[src/rtl/seg_display_scan_if.sv]
// Debug-bus bundle between the single-cycle CPU top and the seven-segment scanner.
// The CPU/bench side drives the buses as master; the display block is the slave.
interface seg_display_scan_if;
  logic [1:0]  SW_in;
  logic [31:0] curPC;
  logic [31:0] nextPC;
  logic [31:0] rsData;
  logic [31:0] rtData;
  logic [31:0] ALUresult;
  logic [31:0] DBdata;
  logic [3:0]  ctrlBits;
  logic [7:0]  dispcode;

  modport master (
    output SW_in, curPC, nextPC, rsData, rtData, ALUresult, DBdata,
    input  ctrlBits, dispcode
  );

  modport slave (
    input  SW_in, curPC, nextPC, rsData, rtData, ALUresult, DBdata,
    output ctrlBits, dispcode
  );
endinterface

[src/rtl/seg_display_scan.sv]
// Four-digit common-anode scanner: prescaled digit slots, a blanking gap at the start
// of every slot, and a byte-pair snapshot taken once per frame so a frame never tears.
module seg_display_scan #(
  parameter int unsigned SCAN_DIV  = 100000,
  parameter int unsigned BLANK_CYC = 2
) (
  input  logic               SYS_CLK,
  input  logic               RST,
  seg_display_scan_if.slave  bus
);

  localparam int unsigned CNT_W = $clog2(SCAN_DIV);
  localparam logic [CNT_W-1:0] CNT_MAX   = CNT_W'(SCAN_DIV - 1);
  localparam logic [CNT_W-1:0] BLANK_END = CNT_W'(BLANK_CYC - 1);

  // PH_WAIT is the blank period between reset release and the first tick.
  typedef enum logic [1:0] {
    PH_WAIT,
    PH_BLANK,
    PH_SHOW
  } phase_e;

  phase_e           phase_q, phase_d;
  logic [CNT_W-1:0] cnt_q, cnt_d;
  logic [1:0]       idx_q, idx_d;
  logic [1:0]       sel_q, sel_d;
  logic [7:0]       l_q, l_d;
  logic [7:0]       r_q, r_d;
  logic [3:0]       ctrl_q, ctrl_d;
  logic [7:0]       seg_q, seg_d;

  logic       tick;
  logic [7:0] left_byte, right_byte;
  logic [3:0] nibble;

  // Only the low byte of each bus reaches the display.
  logic unused_hi_bytes;
  assign unused_hi_bytes = ^{bus.curPC[31:8], bus.nextPC[31:8], bus.rsData[31:8],
                             bus.rtData[31:8], bus.ALUresult[31:8], bus.DBdata[31:8]};

  function automatic logic [7:0] hex7(input logic [3:0] n);
    case (n)
      4'h0: hex7 = 8'h03;
      4'h1: hex7 = 8'h9F;
      4'h2: hex7 = 8'h25;
      4'h3: hex7 = 8'h0D;
      4'h4: hex7 = 8'h99;
      4'h5: hex7 = 8'h49;
      4'h6: hex7 = 8'h41;
      4'h7: hex7 = 8'h1F;
      4'h8: hex7 = 8'h01;
      4'h9: hex7 = 8'h09;
      4'hA: hex7 = 8'h11;
      4'hB: hex7 = 8'hC1;
      4'hC: hex7 = 8'h63;
      4'hD: hex7 = 8'h85;
      4'hE: hex7 = 8'h61;
      default: hex7 = 8'h71;
    endcase
  endfunction

  assign tick = (cnt_q == CNT_MAX);

  always_comb begin
    case (bus.SW_in)
      2'b00:   begin left_byte = bus.curPC[7:0];     right_byte = bus.nextPC[7:0];    end
      2'b01:   begin left_byte = bus.rsData[7:0];    right_byte = bus.rtData[7:0];    end
      2'b10:   begin left_byte = bus.ALUresult[7:0]; right_byte = bus.DBdata[7:0];    end
      default: begin left_byte = bus.curPC[7:0];     right_byte = bus.ALUresult[7:0]; end
    endcase
  end

  // NOTE: every signal gets a default first so no path through this block infers a latch.
  always_comb begin
    cnt_d   = tick ? '0 : cnt_q + 1'b1;
    idx_d   = tick ? idx_q + 2'd1 : idx_q;
    sel_d   = sel_q;
    l_d     = l_q;
    r_d     = r_q;
    phase_d = phase_q;
    ctrl_d  = 4'b1111;
    seg_d   = 8'hFF;
    nibble  = 4'h0;

    if (tick && idx_q == 2'd3) begin
      sel_d = bus.SW_in;
      l_d   = left_byte;
      r_d   = right_byte;
    end

    if (tick) begin
      phase_d = PH_BLANK;
    end else if (phase_q == PH_BLANK && cnt_q == BLANK_END) begin
      phase_d = PH_SHOW;
    end

    // A tick always forces BLANK, so in SHOW idx_q already names the digit being driven.
    if (phase_d == PH_SHOW) begin
      case (idx_q)
        2'd0:    begin ctrl_d = 4'b1110; nibble = r_q[3:0]; end
        2'd1:    begin ctrl_d = 4'b1101; nibble = r_q[7:4]; end
        2'd2:    begin ctrl_d = 4'b1011; nibble = l_q[3:0]; end
        default: begin ctrl_d = 4'b0111; nibble = l_q[7:4]; end
      endcase
      seg_d = hex7(nibble);
    end
  end

  // NOTE: state registers use non-blocking assignments so every flop samples pre-edge values.
  always_ff @(posedge SYS_CLK or negedge RST) begin
    if (!RST) begin
      phase_q <= PH_WAIT;
      cnt_q   <= '0;
      idx_q   <= 2'd3;
      sel_q   <= 2'b00;
      l_q     <= 8'h00;
      r_q     <= 8'h00;
      ctrl_q  <= 4'b1111;
      seg_q   <= 8'hFF;
    end else begin
      phase_q <= phase_d;
      cnt_q   <= cnt_d;
      idx_q   <= idx_d;
      sel_q   <= sel_d;
      l_q     <= l_d;
      r_q     <= r_d;
      ctrl_q  <= ctrl_d;
      seg_q   <= seg_d;
    end
  end

  assign bus.ctrlBits = ctrl_q;
  assign bus.dispcode = seg_q;

endmodule
[src/flat_wrapper.sv]
// flat-port wrapper written by rule: the top's interface ports become plain ports
module seg_display_scan_flat 
#(
  parameter int unsigned SCAN_DIV  = 100000,
  parameter int unsigned BLANK_CYC = 2
)
  (SYS_CLK, RST, bus_SW_in, bus_curPC, bus_nextPC, bus_rsData, bus_rtData, bus_ALUresult, bus_DBdata, bus_ctrlBits, bus_dispcode);
  seg_display_scan_if bus_i ();
  input  logic SYS_CLK;
  input  logic RST;
  input wire logic [$bits(bus_i.SW_in)-1:0] bus_SW_in;
  input wire logic [$bits(bus_i.curPC)-1:0] bus_curPC;
  input wire logic [$bits(bus_i.nextPC)-1:0] bus_nextPC;
  input wire logic [$bits(bus_i.rsData)-1:0] bus_rsData;
  input wire logic [$bits(bus_i.rtData)-1:0] bus_rtData;
  input wire logic [$bits(bus_i.ALUresult)-1:0] bus_ALUresult;
  input wire logic [$bits(bus_i.DBdata)-1:0] bus_DBdata;
  output wire logic [$bits(bus_i.ctrlBits)-1:0] bus_ctrlBits;
  output wire logic [$bits(bus_i.dispcode)-1:0] bus_dispcode;
  assign bus_i.SW_in = bus_SW_in;
  assign bus_i.curPC = bus_curPC;
  assign bus_i.nextPC = bus_nextPC;
  assign bus_i.rsData = bus_rsData;
  assign bus_i.rtData = bus_rtData;
  assign bus_i.ALUresult = bus_ALUresult;
  assign bus_i.DBdata = bus_DBdata;
  assign bus_ctrlBits = bus_i.ctrlBits;
  assign bus_dispcode = bus_i.dispcode;
  seg_display_scan #(.SCAN_DIV(SCAN_DIV), .BLANK_CYC(BLANK_CYC)) u_core (.SYS_CLK(SYS_CLK), .RST(RST), .bus(bus_i));
endmodule
[config.mk]
export PLATFORM = sky130hd
export DESIGN_NAME = seg_display_scan_flat
export DESIGN_NICKNAME = d
export VERILOG_FILES = /design/src/rtl/seg_display_scan_if.sv /design/src/rtl/seg_display_scan.sv /design/src/flat_wrapper.sv
export SDC_FILE = /design/constraint.sdc
export NUM_CORES = 1
export LEC_CHECK = 0
export ABC_AREA = 1
export BUFFER_PORTS_ARGS = -buffer_cell sky130_fd_sc_hd__buf_4
export CAP_MARGIN = 20
export CORE_ASPECT_RATIO = 0.6
export CORE_MARGIN = 2
export CORE_UTILIZATION = 42
export CTS_CLUSTER_SIZE = 10
export DETAILED_ROUTE_END_ITERATION = 12
export PLACE_DENSITY = 0.92
export REMOVE_ABC_BUFFERS = 1
export SLEW_MARGIN = 10
export SYNTH_ARGS = -nofsm -noshare
export SYNTH_HDL_FRONTEND = slang
export SYNTH_SLANG_ARGS = --single-unit
[constraint.sdc]
create_clock -name SYS_CLK -period 2.3 [get_ports SYS_CLK]
set_clock_uncertainty 0.1 [all_clocks]
set_input_delay 0.46 -clock SYS_CLK [delete_from_list [all_inputs] [get_ports SYS_CLK]]
set_output_delay 0.46 -clock SYS_CLK [all_outputs]
set_load 0.05 [all_outputs]
# --- After elaboration in Yosys (flattened, before gate mapping) ---
# Memories as Yosys holds them, arrays and structs flattened.
# Index checks and enable logic that the tools add are counted.
op_classes:
  addsub: 2
  n_eq_ne: 9
  muxes: 10
  n_reduce_logical: 4
op_table:
  columns: ["cell", "n"]
  rows:
  - ["one-hot mux 4 bit (3 select lines)", 2]
  - ["one-hot mux 8 bit (3 select lines)", 1]
  - ["adder 17 x 1 -> 17 bit, second input constant", 1]
  - ["== test 17 x 1 -> 1 bit, second input constant", 1]
  - ["== test 17 bit, second input constant", 1]
  - ["two-way mux 17 bit", 1]
  - ["one-hot mux 8 bit (2 select lines)", 1]
  - ["== test 2 bit, second input constant", 4]
  - ["two-way mux 4 bit", 2]
  - ["two-way mux 8 bit", 1]
  - ["== test 2 x 1 -> 1 bit, second input constant", 3]
  - ["logical NOT 2 bit", 2]
  - ["two-way mux 2 bit", 2]
  - ["adder 2 x 1 -> 2 bit, second input constant", 1]
  - ["logical AND 1 bit", 2]
totals:
  ff_bits: 49
  mem_bits_ro: 112
  inputBits: 196
  out_inout_bits: 12
  elab_cells: 33
  memories: 1
memory_table:
  columns: ["name", "words", "word_bits", "read_ports", "rd_ports_with_merged_regs", "write_ports", "line_no", "source"]
  rows:
  - ["(name not given)", 16, 7, 1, 0, 0, "seg_display_scan.sv:42", "case (n)"]

# --- Depth between registers and ports, before layout ---
# An unclocked memory read counts as a cell.
depth:
  ltp_word: 8
  ltp_mapped: 13
  mapped_depth_nobuf: 13

# --- Worst setup path before layout ---
# No wires, ideal clock.
synth_path:
  path_type: "flip-flop to flip-flop"
  start: "register u_core.idx_q[0]"
  end: "register u_core.seg_q[4], in the netlist u_core.bus.dispcode[4]"
  setup_ps: 78
  arrival_time_ps: 1754
  required_time_ps: 2122
  slack_ps: 368
  stages_incl_launch_ff: 11
  n_path_buf: 0
  period_less_slack_ps: 1932
  cell_sequence: "dfstp_2 inv_1 ha_1 nand2_1 nand2_1 o21bai_1 ha_1 nand2_1 nand3_1 nand2_1 nand2_1"
synth_between:
  elab_chain_cells: 5
  elab_cells_between_ends: 7
  classes_between: "eq/ne (2); mux (3); reduce/logical (1); memory (1)"
synth_rtl:
  columns: ["item", "line_no", "source"]
  rows:
  - ["start, declared", "seg_display_scan.sv:25", "logic [1:0] idx_q, idx_d;"]
  - ["start signal, assigned", "seg_display_scan.sv:123", "idx_q <= idx_d;"]
  - ["== test 2 bit (tied with other cells)", "seg_display_scan.sv:99", "case (idx_q)"]
  - ["one-hot mux 4 bit (3 select lines) (*)", "seg_display_scan.sv:99", null]
  - ["two-way mux 4 bit (*)", "seg_display_scan.sv:98", "if (phase_d == PH_SHOW) begin"]
  - ["memory read (16 x 7 bit) (*)", null, null]
  - ["two-way mux 8 bit (*)", "seg_display_scan.sv:98", null]
  - ["via u_core.seg_d[4]", "seg_display_scan.sv:30", "logic [7:0] seg_q, seg_d;"]
  - ["end signal, assigned", "seg_display_scan.sv:128", "seg_q <= seg_d;"]
  - ["end, declared", "seg_display_scan.sv:30", null]
# Mark *: on every way through the listed nets, which the timed path passes. The rest lies on a longest branch. The select of a mux whose other input is x is not followed.
# A chain may end at the register's enable or synchronous reset.

# --- Worst setup path after layout ---
layout_path:
  start: "register u_core.idx_q[0]"
  end: "register u_core.seg_q[7], in the netlist u_core.bus.dispcode[7]"
# The elaborated chain is that of the path after synthesis.

==> summary.txt <==
CTS
  • Clock insertion delay at the later pin of the skew report: 290 ps
  • Clock-pin slew on the worst setup and hold paths: 70 ps
  • CTS Sinks: 48
  • Clk root buf: clkbuf_16
  • CTS Buf Count: 5
  • Hold bufs inserted after CTS: 0
  • CTS tree: done
  • Clock buffer depth: 2
  • H-tree depth: 2

Floorplanning
  • Row Count: 24
  • Die H: 70.1 µm
  • Area of the core: 0.00715 mm²
  • Chip width: 114 µm
  • I/O Pins: 208
  • Initial core utilization: 0.428
  • Total Die Area: 0.00801 mm²

Yosys
  • Synth area leaders: dfrtp_1, nand2_1, dfstp_2, ha_1, nor2_1
  • Cell variety after synth: 34
  • Yosys reg bits: 48
  • Biggest area consumer among synthesized cells: dfrtp_1
  • Synthesized area: 0.00306 mm²
  • Post-Syn Area per Cell: 7.61 µm²
  • Post-Synthesis Cells: 402
  • Post-Synth Adder-Cell Area: 0.0695
  • Post-Synth XOR/XNOR Area: 0.0114
  • Synth Area in Compound Gates: 0.129
  • Sequential fraction of the synthesis area: 0.398
  • Multiplexer area fraction after synthesis: 0
  • Syn. warnings: 0
  • Largest family of logic cells by synthesized area: simple AND/OR/NAND/NOR gates
  • Simple-gate share of the synthesized area: 0.312
  • Synth top area share: 0.286

Drt
  • Initial DRC Count: 221
  • Via/cell ratio: 5.07
  • Total Wirelength: 7880 µm
  • Via count: 2796
  • Wirelength per Cell: 14.3 µm
  • Residual DRC: 0
  • Antenna Nets Post-Route: 0
  • First-pass detailed-route iteration total: 5

GRT
  • Congestion Overflow GR: 0
  • Vias in the first global route: 2820
  • Antenna violations before repair: 0
  • Tot GR Track Use: 0.207
  • Largest net degree at the start of global routing: 49
  • First-pass GRT wire length: 12900 µm

Cells and area
  • Commonest non-fill, non-tap cell in the layout: nand2_1
  • Area Growth Syn to Fin: 23.5%
  • # nets final: 672
  • Post-route non-filler standard cell count: 551
  • Diode count: 0
  • Most frequent cells in the layout: nand2_1, buf_4, inv_1, nor2_1, dfrtp_1
  • Share of cells above drive strength 1: 0.270

Placed design
  • Port bufs: 62
  • Post-DP HPWL: 5870 µm
  • Cells after DPL: 543
  • GP Congestion: 0.936

Hold path
  • Min-Delay Path Class: input port to async pin

Power
  • Switching pwr: 418 µW
  • Leak: 0.00192 µW
  • Clk pwr share: 0.482
  • VDD IR-drop max: 254 µV
  • Sequential power share: 0.428
  • Switching fraction of total power: 0.211
  • Combinational share of power: 0.090
  • Internal power: 1560 µW
  • Pwr Density: 522 mW/mm²

Worst setup path
  • CP endpoint kind: flip-flop
  • Origin of the critical flop-to-flop path: u_core.idx_q[0]
  • Crit path max fanout: 5
  • WP data required: 2440 ps
  • R2R depth: 12
  • Reg-to-reg slack, setup: 80 ps
  • Reg2reg end: u_core.bus.dispcode[7]
  • CP startpoint kind: flip-flop
  • CP arrival: 2360 ps
  • Critical setup path kind: flip-flop to flip-flop

Timing
  • Fin. max-slew vios: 0
  • Relative slew margins: 0.598
  • Final hold slack: 66.4 ps
  • Crit path time final: 2220 ps
  • Final setup violation count: 0
  • Final Hold Violating Endpoints: 0
  • Crit share post-route: 0.965
  • Fmax: 450 MHz
  • Slew of the pin with the lowest slew margin: 604 ps

Run status
  • Status: finished clean

Flow run
  • Max-cap violations: 0
## synth_stat cells
library cell	count
nor3_2	1
nand2_4	2
nor2_8	1
dfstp_2	13
nor2_1	41
nor4_1	1
nor2_2	3
a21oi_1	6
o21ai_0	16
nand2_1	128
nand3_1	24
o21ai_1	2
nor2_4	1
buf_6	3
conb_1	1
ha_1	17
o22ai_1	8
nand2_2	2
inv_2	3
inv_4	1
a22o_1	8
and2_2	1
o21bai_1	3
nand3_2	1
buf_2	2
nor3_1	7
inv_1	39
o21ai_2	15
dfrtp_1	35
buf_4	2
clkbuf_1	5
nor3_4	1
nand4_1	5
xor2_1	4
## metal layers
| metal | GRT usage | routed length, µm | part of all wire | up-vias |
|---|---|---|---|---|
| li1 | - | - | - | 1399 |
| met1 | 0.251 | 3480 | 0.44 | 1294 |
| met2 | 0.345 | 3750 | 0.48 | 87 |
| met3 | 0.0564 | 470 | 0.060 | 16 |
| met4 | 0.0921 | 182 | 0.023 | 0 |
| met5 | 0 | 0 | 0 | - |
## cell type report
cell class                      count  area [µm²]
Clock buffer                        5         125
Clock inverter                      3        68.8
Fill cell                         656        3370
Inverter                           43         164
Multi-Input combinational cell    299        1630
Sequential cell                    48        1220
Tap cell                           91         114
Timing Repair Buffer               62         465
## worst max-delay path, stage by stage, from the launching register on
cell and delay [ps]:
dfstp_2 570, inv_1 100, ha_2 240, nand2_1 70, nand2_1 60, nor2_2 200
nor2_2 100, inv_1 90, ha_1 190, nand2_1 150, a21oi_2 180, nor2_1 50
nand2_1 60
## worst max-delay path by stage
| stage | from | to | slack [ps] |
|---|---|---|---|
| after floorplan | u_core.idx_q[0] | u_core.bus.dispcode[4] | 350 |
| after global placement | u_core.idx_q[0] | u_core.bus.dispcode[4] | 170 |
| after detailed placement | u_core.idx_q[0] | u_core.bus.dispcode[7] | 20 |
| after CTS | u_core.idx_q[0] | u_core.bus.dispcode[7] | 20 |
| after global routing | u_core.idx_q[0] | u_core.bus.dispcode[7] | -30 |
| final | u_core.idx_q[0] | u_core.bus.dispcode[7] | 80 |
## power by group through the flow
stage / logic [µW] / clock network [µW] / registers [µW]
finish: 178 / 952 / 845
global route: 194 / 1000 / 844
CTS: 178 / 974 / 845
detailed placement: 176 / 0 / 860
global placement: 170 / 0 / 860
floorplan: 71.2 / 0 / 860
## through the flow
step           worst slack (ps)  instance area, µm²  utilization  total power [µW]  setup TNS [ps]
2_1_floorplan               348                2980            -               932               0
3_3_place_gp                170                3560        0.498              1030               0
3_5_place_dp               22.4                3560        0.498              1040               0
4_1_cts                    22.6                3760        0.526              2000               0
5_1_grt                   -26.7                3780        0.529              2040           -38.0
6_report                   79.7                3780        0.529              1980               0
## logic make-up (layout without fill, tap and decap cells)
| group | count (synthesis) | count (layout) |
|---|---|---|
| other cells | 1 | 1 |
| flops | 48 | 48 |
| xor+xnor | 4 | 4 |
| buf+inv | 55 | 113 |
| fa+ha+maj | 17 | 17 |
| compound gates | 58 | 58 |
| simple gates | 219 | 219 |
## what timing repair did
action                                  in CTS  in global routing
endpoints found under the setup margin       0                 10
gates resized for setup                      0                  9
setup buffers                                0                  0
## sequential cells by signal, indices dropped and copies added, names as in the netlist
signal	cells
u_core.idx_q	2
u_core.phase_q	2
u_core.r_q	8
u_core.l_q	8
u_core.cnt_q	17
u_core.bus.ctrlBits	4
u_core.bus.dispcode	7
(Power assumes the default switching activity.)
